==> config.mk <==
export PLATFORM = sky130hd
export DESIGN_NAME = mem_stage
export DESIGN_NICKNAME = d
export VERILOG_FILES = /design/src/rtl/mem_stage.sv
export SDC_FILE = /design/constraint.sdc
export NUM_CORES = 1
export LEC_CHECK = 0
export CAP_MARGIN = 20
export CORE_UTILIZATION = 40
export DETAILED_ROUTE_END_ITERATION = 10
export PLACE_DENSITY = 0.72
export SYNTH_ARGS = -nofsm -noshare
export SYNTH_HDL_FRONTEND = slang
export SYNTH_SLANG_ARGS = --single-unit
==> constraint.sdc <==
create_clock -name clk -period 10.05 [get_ports clk]
set_clock_uncertainty 0.1 [all_clocks]
set_input_delay 3.015 -clock clk [delete_from_list [all_inputs] [get_ports clk]]
set_output_delay 3.015 -clock clk [all_outputs]
set_load 0.02 [all_outputs]
==> src/rtl/mem_stage.sv <==
// mem_stage: RV32I memory-access stage between EXE and WB.
// Waits for load data, extends the addressed lane, selects write-back.
module mem_stage #(
  parameter int XLEN     = 32,
  parameter int PC_WIDTH = 32
) (
  input  logic                       clk,
  input  logic                       rst,
  input  logic                       exe_to_mem_valid,
  output logic                       mem_allow_in,
  input  logic [PC_WIDTH+XLEN+11:0]  exe_to_mem_bus,
  input  logic                       dmem_rvalid,
  input  logic [XLEN-1:0]            dmem_rdata,
  input  logic                       wb_allow_in,
  output logic                       mem_to_wb_valid,
  output logic [PC_WIDTH+XLEN+6:0]   mem_to_wb_bus,
  output logic [XLEN+5:0]            mem_to_id_bypass_bus,
  output logic                       mem_load_pending
);

  localparam logic [1:0] S_IDLE = 2'd0;
  localparam logic [1:0] S_WAIT = 2'd1;
  localparam logic [1:0] S_HOLD = 2'd2;

  logic [PC_WIDTH-1:0] w_in_pc;
  logic [XLEN-1:0]     w_in_alu;
  logic [1:0]          w_in_sel;
  logic                w_in_wen;
  logic [4:0]          w_in_waddr;
  logic [2:0]          w_in_ctrl;
  logic                w_in_ebrk;
  logic                w_in_load;

  logic                r_valid;
  logic [1:0]          r_state;
  logic [PC_WIDTH-1:0] r_pc;
  logic [XLEN-1:0]     r_alu;
  logic [1:0]          r_sel;
  logic                r_wen;
  logic [4:0]          r_waddr;
  logic [2:0]          r_ctrl;
  logic                r_ebrk;
  logic [XLEN-1:0]     r_hold;

  logic                w_ready_go;
  logic                w_accept;
  logic [7:0]          w_byte;
  logic [15:0]         w_half;
  logic [XLEN-1:0]     w_ext;
  logic [XLEN-1:0]     w_ld;
  logic [PC_WIDTH-1:0] w_pc4;
  logic [XLEN-1:0]     w_wdata;

  assign {w_in_pc, w_in_alu, w_in_sel, w_in_wen,
          w_in_waddr, w_in_ctrl, w_in_ebrk} = exe_to_mem_bus;

  assign w_in_load = (w_in_ctrl >= 3'd1) && (w_in_ctrl <= 3'd5);

  assign w_ready_go   = (r_state == S_WAIT) ? dmem_rvalid : 1'b1;
  assign mem_allow_in = !r_valid || (w_ready_go && wb_allow_in);
  assign w_accept     = mem_allow_in && exe_to_mem_valid;

  assign mem_to_wb_valid  = r_valid && w_ready_go;
  assign mem_load_pending = r_valid && (r_state == S_WAIT)
                            && !dmem_rvalid;

  // Lane extraction and sign/zero extension of the raw read word.
  always_comb begin
    w_byte = 8'h00;
    unique case (r_alu[1:0])
      2'd0: w_byte = dmem_rdata[7:0];
      2'd1: w_byte = dmem_rdata[15:8];
      2'd2: w_byte = dmem_rdata[23:16];
      2'd3: w_byte = dmem_rdata[31:24];
    endcase
    w_half = r_alu[1] ? dmem_rdata[31:16] : dmem_rdata[15:0];
    w_ext  = '0;
    unique case (r_ctrl)
      3'd1:    w_ext = {{(XLEN-8){w_byte[7]}}, w_byte};
      3'd2:    w_ext = {{(XLEN-8){1'b0}}, w_byte};
      3'd3:    w_ext = {{(XLEN-16){w_half[15]}}, w_half};
      3'd4:    w_ext = {{(XLEN-16){1'b0}}, w_half};
      3'd5:    w_ext = dmem_rdata;
      default: w_ext = '0;
    endcase
  end

  assign w_pc4 = r_pc + PC_WIDTH'(4);
  assign w_ld  = (r_state == S_HOLD) ? r_hold : w_ext;

  // Write-back value select.
  always_comb begin
    w_wdata = r_alu;
    unique case (r_sel)
      2'd1:    w_wdata = w_ld;
      2'd2:    w_wdata = XLEN'(w_pc4);
      default: w_wdata = r_alu;
    endcase
  end

  assign mem_to_wb_bus = {r_pc, r_wen, r_waddr, w_wdata, r_ebrk};
  assign mem_to_id_bypass_bus = {r_wen & r_valid, r_waddr, w_wdata};

  // Stage valid bit follows EXE whenever MEM can take a new entry.
  always_ff @(posedge clk or negedge rst) begin
    if (!rst) begin
      r_valid <= 1'b0;
    end else if (mem_allow_in) begin
      r_valid <= exe_to_mem_valid;
    end
  end

  // Pipeline register captures the EXE bundle on acceptance.
  always_ff @(posedge clk or negedge rst) begin
    if (!rst) begin
      r_pc    <= '0;
      r_alu   <= '0;
      r_sel   <= '0;
      r_wen   <= 1'b0;
      r_waddr <= '0;
      r_ctrl  <= '0;
      r_ebrk  <= 1'b0;
    end else if (w_accept) begin
      r_pc    <= w_in_pc;
      r_alu   <= w_in_alu;
      r_sel   <= w_in_sel;
      r_wen   <= w_in_wen;
      r_waddr <= w_in_waddr;
      r_ctrl  <= w_in_ctrl;
      r_ebrk  <= w_in_ebrk;
    end
  end

  // Load tracking: WAIT for data, HOLD captured data under WB stall.
  always_ff @(posedge clk or negedge rst) begin
    if (!rst) begin
      r_state <= S_IDLE;
    end else if (mem_allow_in) begin
      r_state <= (w_accept && w_in_load) ? S_WAIT : S_IDLE;
    end else if (r_valid && (r_state == S_WAIT) && dmem_rvalid) begin
      r_state <= S_HOLD;
    end
  end

  // Capture extended load data when it arrives but WB is stalled.
  always_ff @(posedge clk or negedge rst) begin
    if (!rst) begin
      r_hold <= '0;
    end else if (!mem_allow_in && r_valid
                 && (r_state == S_WAIT) && dmem_rvalid) begin
      r_hold <= w_ext;
    end
  end

endmodule

==> results of run 1 <==
[report_power, final]
group / switching [W] / internal [W] / leakage, nW
registers: 0.000100 / 0.000556 / 1.30
logic: 0.000481 / 0.000451 / 2.03
clock network: 0.000177 / 0.000245 / 0.166
total: 0.000758 / 0.00125 / 3.50
[layer usage]
layer / GRT usage, % / up-vias
met2: 39.60 / 293
met5: 0 / -
met3: 4.624 / 31
li1: - / 2609
met4: 8.997 / 0
met1: 35.54 / 2854
[registers in the layout (all words and copies together), names as in the netlist]
| name | count |
|---|---|
| r_sel | 2 |
| r_state | 2 |
| r_ebrk | 1 |
| r_alu | 32 |
| r_hold | 32 |
| r_waddr | 5 |
| r_ctrl | 3 |
| r_pc | 32 |
| r_valid | 1 |
| r_wen | 1 |
[cell type report]
cell class / count / area, µm²
Clock inverter: 7 / 120.1
Timing Repair Buffer: 232 / 2320
Fill cell: 1376 / 6939
Clock buffer: 9 / 225.2
Multi-Input combinational cell: 431 / 3192
Inverter: 11 / 41.29
Sequential cell: 111 / 2778
Tap cell: 216 / 270.3
[cells in the mapped netlist (all sizes together) (11+ instances only)]
master / count
nand3: 15
a221o: 12
inv: 11
clkbuf: 26
buf: 56
dfrtp: 111
nor2: 39
a22o: 11
a21oi: 34
and2: 11
nand2: 50
a31oi: 17
nand4: 15
xnor2: 18
mux2: 77
o21ai: 38
[worst max-delay path: cells and delay by family]
kind | cells | cell delay (ns)
AOI/OAI and AO/OA | 3 | 0.96
buffers and inverters | 3 | 1.24
and+or+nand+nor | 1 | 0.16
muxes | 1 | 0.49
[path summary, 6_finish.rpt]
kind | start | cells after the start | slack [ns] | end
setup reg to reg | r_alu[1] | 4 | 6.99 | r_hold[28]
hold reg to reg | r_ebrk | 1 | 0.41 | r_ebrk
min in group asynchronous | rst | 1 | 2.60 | r_state[1]
hold / removal | r_ebrk | 1 | 0.41 | r_ebrk
max in group asynchronous | rst | 2 | 5.95 | r_alu[16]
setup / recovery | dmem_rdata[31] | 8 | 1.06 | mem_to_wb_bus[12]
[cells by family (layout without fill, tap and decap cells)]
| family | count (synthesis) | after routing |
|---|---|---|
| and+or+nand+nor | 162 | 162 |
| adders and majority gates | 3 | 3 |
| AOI/OAI and AO/OA | 152 | 152 |
| DFF | 111 | 111 |
| muxes | 86 | 86 |
| buffers and inverters | 93 | 259 |
| xor gates and xnor gates | 28 | 28 |
[per-stage QoR]
step | hold slack [ns] | std cells | cell area (µm²) | util, % | setup WS (ns)
final | 0.4140 | 1017 | 8946 | 56.32 | 1.059
after global routing | 0.4267 | 1017 | 8946 | 56.32 | 0.9409
after CTS | 0.4137 | 1016 | 8919 | 56.14 | 1.107
after detailed placement | 0.3951 | 1000 | 8573 | 53.97 | 1.128
after global placement | 0.3895 | 999 | 8566 | 53.92 | 1.153
after floorplan | 0.3791 | 635 | 6489 | - | 2.177
==> results.tsv, run 1 <==
metric	value	unit
Vias	5787	
critical path's slowest cell	clkdlybuf4s50_1	
Cell Pwr Density	224.8	mW/mm²
Post-CTS Setup Inserts	0	
Worst VDD drop	0.0001269	V
synth top area cells	dfrtp_1 (43%), mux2_2 (13%), buf_4 (5.2%)	
syn nets	751	
Starting Density	40.85	%
DIE AREA	0.01674	mm²
synth unique cells	47	
setup violators final	0	
Antenna diodes	0	
endpoints failing hold	0	
top_reg_cell synth	dfrtp_1	
Post-Synth Adder-Cell Area	0.5785	%
cell taking the most area after synthesis	dfrtp_1	
Synth Area per Inst	10.22	µm²
post-synthesis sequential area ratio	42.81	%
Die Y	129.4	µm
Residual DRC	0	
I/O pin total	225	
dpl hpwl	15.11	mm
post-synthesis cell area	0.006489	mm²
Max clock buf depth	2	
Num CTS Buffers	9	
RSZ-0062 raised after global routing	false	
Met2 Wirelength	9.752	mm
DRT Pass-1 Iters	7	
crit path max fanout	8	
Setup Crit Path Kind	in -> out	
total power draw	0.002011	W
EDFF count, synth	0	
Final Cycle Share	89.46	%
routability cong.	0.9045	
Final ANT Viol Nets	0	
simple-gate share of the synthesized area	12.32	%
Resize count post-CTS	0	
clock sinks	111	
initial antenna violation count	0	
cell row count	46	
gr usage total	25.44	%
largest net degree at the start of global routing	77	
Core Box Area	0.01589	mm²
Overflow after GRT	0	
first-pass GRT wire length	31.98	mm
largest family of logic cells by synthesized area	multiplexers	
layout net count	912	
Critical Path AT	5.88	ns
Synth Instances	635	
post-route setup TNS	0	ns
die width	129.4	µm
Synth async-reset ratio	100.0	%
Port Buffer Count	224	
commonest non-fill, non-tap cell in the layout	clkdlybuf4s50_1	
Fmax	111.2	MHz
most frequent cells in the layout	clkdlybuf4s50_1 (223), dfrtp_1 (111), mux2_2 (77)	
drt via density	5.690	
vias in the first global route	5707	
most used cell, CP	clkdlybuf4s50_1	
Yosys reg bits	111	
Root Buffer	clkbuf_16	
ratio of cells with drive above 1 in the final layout	14.73	%
Synth-to-Final Area Change	37.87	%
Tmin final	8.991	ns
worst-margin pin slew	0.8253	ns
Max Cap Viol	0	
Worst-path clk slew	0.07	ns
H-tree levels	3	
fraction of synthesized area in multiplexers	16.54	%
CP max stage delay	0.61	ns
synth warn	0	
CP endpoint kind	primary output	
crit path launch type	primary input	
Routed Wire Length	20.89	mm
Worst-Skew Late Latency	0.37	ns
Post-Synth XOR/XNOR Area	3.779	%
share of the synthesized area in the top cell type	42.81	%
Leak	3.503	nW
CTS tree	yes	
status	complete, no violations	
CP Data Required Time	6.94	ns
DR iter-0 viols	553	
post-synthesis compound-gate area fraction	15.77	%
uppermost layer routed	met4	
hold_buf cts	0	
Hold Path Class	reg -> reg	
Pins Over Slew Limit	0	
met1 WL	8.938	mm
wire per inst	20.54	µm
crit path cell chain	clkdlybuf4s50_1, mux4_2, nor4bb_1, buf_4, a221o_1, a222oi_1, o21ai_1, clkdlybuf4s50_1	
Slew HR	44.82	%
routed wl met3	1.703	mm
(Power assumes the default switching activity.)
==> run 2: changes to the inputs <==
CORE_MARGIN = 3   (was default)
CORE_UTILIZATION = 50   (was 40)
PLACE_DENSITY = 0.87   (was 0.72)
==> run 2 against run 1 <==
Final cell count decreased by 4.8%; maximum frequency down 0.23%; flip-flop and latch count stayed put; clock power shrank 20%; die area fell by 14%; highest routed layer unchanged; worst hold slack lost 0.0046 ns; sequential power barely moved; largest power group unchanged.
==> results.tsv, run 2 (same netlist as run 1, synthesis figures left out) <==
metric	value	unit	change
crit path max fanout	8		unchanged
Fmax	111.0	MHz	was 111.2 MHz
layout net count	911		was 912
DRT Pass-1 Iters	8		was 7
first-pass GRT wire length	32.95	mm	was 31.98 mm
Tmin final	9.011	ns	was 8.991 ns
Worst VDD drop	0.0001543	V	was 0.0001269 V
Clk pwr share	17.6	%	was 21.0%
Port Buffer Count	224		unchanged
Num CTS Buffers	9		unchanged
Die Y	119.9	µm	was 129.4 µm
Routed Wire Length	20.89	mm	about the same
Vias	5979		was 5,787
Pins Over Slew Limit	0		unchanged
most used cell, CP	clkdlybuf4s50_1		unchanged
largest net degree at the start of global routing	77		unchanged
endpoints failing hold	0		unchanged
Critical Path AT	5.90	ns	was 5.88 ns
total power draw	0.001927	W	was 0.002011 W
Max clock buf depth	2		unchanged
RR Startpoint	r_alu[1]		unchanged
Slew HR	30.43	%	was 44.82%
die width	119.9	µm	was 129.4 µm
CTS tree	yes		unchanged
most frequent cells in the layout	clkdlybuf4s50_1 (223), dfrtp_1 (111), mux2_2 (77)		unchanged
biggest regs	r_alu (32), r_hold (32), r_pc (32)		unchanged
RSZ-0062 raised after global routing	false		unchanged
hold_buf cts	0		unchanged
Worst Hold Path Cells	1		unchanged
ratio of cells with drive above 1 in the final layout	14.25	%	was 14.73%
CP Data Required Time	6.94	ns	about the same
CP endpoint kind	primary output		unchanged
Worst R2R End	r_hold[22]		was r_hold[28]
post-route setup TNS	0	ns	unchanged
status	complete, no violations		unchanged
Reg2Reg Depth	4		unchanged
sequential share of power	34.1	%	was 32.7%
Worst-path clk slew	0.07	ns	about the same
dpl hpwl	15.24	mm	was 15.11 mm
Starting Density	52.49	%	was 40.85%
r2r setup slk	6.94	ns	was 6.99 ns
WHS	0.4094	ns	was 0.4140 ns
Resize count post-CTS	0		unchanged
Sw Pwr	0.0007502	W	was 0.0007583 W
crit path launch type	primary input		unchanged
final core utilization	71.03	%	was 56.32%
DR iter-0 viols	689		was 553
gr usage total	29.07	%	was 25.44%
Cell Pwr Density	219.5	mW/mm²	was 224.8 mW/mm²
Area after DPL	0.008513	mm²	was 0.008573 mm²
routability cong.	0.8840		was 0.9045
crit path cell chain	clkdlybuf4s50_1, mux4_2, nor4bb_1, buf_4, a221o_1, a222oi_1, o21ai_1, clkdlybuf4s50_1		unchanged
combinational share of power	48.3	%	was 46.4%
Hold Path Class	reg -> reg		unchanged
vias in the first global route	5967		was 5,707
Post-CTS Setup Inserts	0		unchanged
setup violators final	0		unchanged
Worst Hold Path EP	r_alu[27]		was r_ebrk
Final ANT Viol Nets	0		unchanged
Overflow after GRT	0		unchanged
critical path's slowest cell	clkdlybuf4s50_1		unchanged
Worst-Skew Late Latency	0.36	ns	was 0.37 ns
Final Cell Area	0.008781	mm²	was 0.008946 mm²
CP max stage delay	0.61	ns	about the same
Root Buffer	clkbuf_16		unchanged
Final Cycle Share	89.67	%	was 89.46%
cell row count	40		was 46
drt via density	6.177		was 5.690
Setup Crit Path Kind	in -> out		unchanged
worst-margin pin slew	1.043	ns	was 0.8253 ns
Max Cap Viol	0		unchanged
Switching Fraction	38.93	%	was 37.71%
Pint	0.001177	W	was 0.001252 W
I/O pin total	225		unchanged
wire per inst	21.58	µm	was 20.54 µm
Core Box Area	0.01236	mm²	was 0.01589 mm²
H-tree levels	3		unchanged
worst hold path startpoint	r_alu[27]		was r_ebrk
initial antenna violation count	0		unchanged
fill count	913		was 1,376
clock sinks	111		unchanged
DIE AREA	0.01438	mm²	was 0.01674 mm²
Synth-to-Final Area Change	35.33	%	was 37.87%
Residual DRC	0		unchanged
commonest non-fill, non-tap cell in the layout	clkdlybuf4s50_1		unchanged
Leak	3.455	nW	was 3.503 nW
Antenna diodes	0		unchanged
==> run 2: changes by cell type in the layout (fill, tap and decap cells not counted) <==
| cell | before | now |
|---|---|---|
| buf_16 | 1 | 0 |
| bufinv_16 | 3 | 0 |
| clkbuf_1 | 0 | 3 |
| clkinv_4 | 1 | 2 |
| clkinvlp_4 | 1 | 0 |
==> run 2: routing by layer <==
layer  global-route usage (%)  routed length, µm  vias to the layer above  part of all wire [%]
met2                    46.79               9979                      394                    48
met3                    6.409               1999                       37                   9.6
li1                         -                  -                     2612                     -
met1                    39.75               8485                     2936                    41
met4                    8.089                419                        0                   2.0
met5                        0                  0                        -                     0
==> run 2: power groups by stage <==
| stage | logic, W | registers, W | clock network, W |
|---|---|---|---|
| after global placement | 0.000908 | 0.000653 | 0 |
| after floorplan | 0.000566 | 0.000660 | 0 |
| after detailed placement | 0.000924 | 0.000660 | 0 |
| final | 0.000931 | 0.000658 | 0.000338 |
| after CTS | 0.000930 | 0.000654 | 0.000343 |
| after global routing | 0.000986 | 0.000671 | 0.000360 |
==> run 2: through the flow <==
stage	worst slack, ns	std cells
finish	1.039	968
global route	1.018	968
CTS	1.111	968
detailed placement	1.139	952
global placement	1.188	951
floorplan	2.177	635
==> run 2: how the worst max path moves through the flow <==
stage,start,endpoint,slack (ns),cells past startpoint
2_1_floorplan,dmem_rdata[31],mem_to_wb_bus[12],2.18,7
3_3_place_gp,dmem_rdata[31],mem_to_wb_bus[12],1.19,8
3_5_place_dp,dmem_rdata[31],mem_to_wb_bus[20],1.14,6
4_1_cts,dmem_rdata[31],mem_to_wb_bus[12],1.11,8
5_1_grt,dmem_rdata[31],mem_to_wb_bus[20],1.02,6
6_report,dmem_rdata[31],mem_to_wb_bus[12],1.04,8
==> run 2: cell type report <==
class / count / area [µm²] / area share [%]
well taps: 168 / 210.2 / 2.394
clock inverters: 4 / 31.28 / 0.3562
multi-input cells: 431 / 3192 / 36.35
flip-flops and latches: 111 / 2778 / 31.63
clock buffers: 12 / 236.5 / 2.693
repair buffers: 231 / 2292 / 26.10
inverters: 11 / 41.29 / 0.4702
==> run 2: worst max-delay path: cells and delay by family <==
| family | cells | cell delay [ns] |
|---|---|---|
| buffers and inverters | 3 | 1.26 |
| AO/OA/AOI/OAI | 3 | 0.95 |
| multiplexers | 1 | 0.50 |
| AND/OR/NAND/NOR | 1 | 0.17 |
==> run 3: changes to the inputs <==
RECOVER_POWER = 50   (was default)
SKIP_LAST_GASP = 1   (was default)
==> run 3 against run 2 <==
Sequential share of layout area is 0.059 points higher; first-iteration DRC count is 13% lower; count of clock-buffer cells in the layout stayed put; combinational power is 1% lower; the flow now finishes with violations (capacitance limit, slew limit); register-to-register slack worse by 0.45 ns; clock power hardly changed; critical path depth stayed put; highest routed layer unchanged; final area is 0.19% lower; sequential power hardly changed.
==> results.tsv, run 3 (same netlist as run 1, synthesis figures left out) <==
metric	value	unit	change
Port Buffer Count	224		unchanged
status	finished, violations left		was complete, no violations
Post-CTS Setup Inserts	0		unchanged
I/O pin total	225		unchanged
crit path max fanout	8		unchanged
Hold Path Class	reg -> reg		unchanged
commonest non-fill, non-tap cell in the layout	clkdlybuf4s50_1		unchanged
Die Y	119.9	µm	unchanged
Setup Crit Path Kind	in -> out		unchanged
Layout Cells excl Fill	968		unchanged
layout net count	911		unchanged
crit path launch type	primary input		unchanged
Tmin final	8.991	ns	was 9.011 ns
CP Data Required Time	6.94	ns	about the same
vias in the first global route	5967		unchanged
Residual DRC	0		unchanged
routability cong.	0.8840		unchanged
Final ANT Viol Nets	0		unchanged
Starting Density	52.49	%	unchanged
most frequent cells in the layout	clkdlybuf4s50_1 (182), dfrtp_1 (111), mux2_2 (77)		was clkdlybuf4s50_1 (223), dfrtp_1 (111), mux2_2 (77)
Slew HR	-121.9	%	was 30.43%
DIE AREA	0.01438	mm²	unchanged
Fmax	111.2	MHz	was 111.0 MHz
DRT Pass-1 Iters	6		was 8
Leak	3.456	nW	was 3.455 nW
CP endpoint kind	primary output		unchanged
Area after DPL	0.008513	mm²	unchanged
CTS tree	yes		unchanged
Worst-Skew Late Latency	0.35	ns	was 0.36 ns
violations in the final reports	capacitance limit, slew limit		
Overflow after GRT	0		unchanged
Worst-path clk slew	0.07	ns	about the same
Num CTS Buffers	9		unchanged
drt via density	6.160		was 6.177
worst-margin pin slew	3.328	ns	was 1.043 ns
post-route setup TNS	0	ns	unchanged
Antenna diodes	0		unchanged
Final Cycle Share	89.46	%	was 89.67%
Critical Path AT	5.88	ns	was 5.90 ns
Max clock buf depth	2		unchanged
dpl hpwl	15.24	mm	unchanged
WHS	0.4108	ns	was 0.4094 ns
placed cell count	952		unchanged
die width	119.9	µm	unchanged
Cell Pwr Density	218.6	mW/mm²	was 219.5 mW/mm²
largest net degree at the start of global routing	77		unchanged
setup violators final	0		unchanged
first-pass GRT wire length	32.95	mm	unchanged
Synth-to-Final Area Change	35.08	%	was 35.33%
gr usage total	29.07	%	unchanged
Resize count post-CTS	0		unchanged
cell row count	40		unchanged
wire per inst	21.60	µm	was 21.58 µm
Max Cap Viol	3		was 0
endpoints failing hold	0		unchanged
hold_buf cts	0		unchanged
biggest regs	r_alu (32), r_hold (32), r_pc (32)		unchanged
H-tree levels	3		unchanged
DR iter-0 viols	597		was 689
clock sinks	111		unchanged
fill count	914		was 913
Root Buffer	clkbuf_16		unchanged
Vias	5963		was 5,979
Core Box Area	0.01236	mm²	unchanged
ratio of cells with drive above 1 in the final layout	13.75	%	was 14.25%
RSZ-0062 raised after global routing	false		unchanged
Routed Wire Length	20.91	mm	was 20.89 mm
initial antenna violation count	0		unchanged
Pins Over Slew Limit	165		was 0
Final Cell Area	0.008765	mm²	was 0.008781 mm²
Worst VDD drop	0.0001553	V	was 0.0001543 V
==> run 3: per-stage QoR <==
stage	power, W	worst slack, ns	util (%)
after floorplan	0.001225	2.177	-
after global placement	0.001561	1.188	68.81
after detailed placement	0.001585	1.139	68.87
after CTS	0.001927	1.111	71.03
after global routing	0.002006	1.018	70.90
final	0.001916	1.059	70.90
==> run 3: cell type report <==
type | count | area [µm²] | area share (%)
Multi-Input combinational cell | 431 | 3187 | 36.36
Sequential cell | 111 | 2778 | 31.69
Timing Repair Buffer | 231 | 2281 | 26.02
Clock buffer | 12 | 236.5 | 2.698
Tap cell | 168 | 210.2 | 2.398
Inverter | 11 | 41.29 | 0.4711
Clock inverter | 4 | 31.28 | 0.3569
==> run 3: worst paths after layout <==
check	endpoint	depth (start not counted)	slack, ns	startpoint
max in group asynchronous	r_hold[18]	2	2.17	rst
worst min register to register	r_alu[27]	1	0.41	r_alu[27]
worst max-delay path	mem_to_wb_bus[12]	8	1.06	dmem_rdata[31]
worst max register to register	r_hold[22]	5	6.49	r_state[1]
worst min-delay path	r_alu[27]	1	0.41	r_alu[27]
min in group asynchronous	r_alu[4]	1	3.44	rst
==> run 3: routing by layer <==
layer / up-vias / routed length (µm) / GRT usage (%)
met3: 42 / 2029 / 6.409
met2: 380 / 10030 / 46.79
met5: - / 0 / 0
met1: 2920 / 8420 / 39.75
li1: 2621 / - / -
met4: 0 / 427 / 8.089
==> run 3: worst max-delay path: stages <==
cell             delay (ns)
clkdlybuf4s50_1        0.46
mux4_2                 0.50
nor4bb_1               0.17
buf_4                  0.18
a221o_1                0.30
a222oi_1               0.45
o21ai_1                0.19
clkdlybuf4s50_1        0.61
==> run 3: where the power goes <==
part / total (W) / switching [W] / internal, W / leakage, nW
clock: 0.000340 / 0.000170 / 0.000170 / 0.131
sequential: 0.000656 / 0.0000991 / 0.000556 / 1.30
combinational: 0.000920 / 0.000480 / 0.000440 / 2.02
total: 0.00192 / 0.000749 / 0.00117 / 3.46
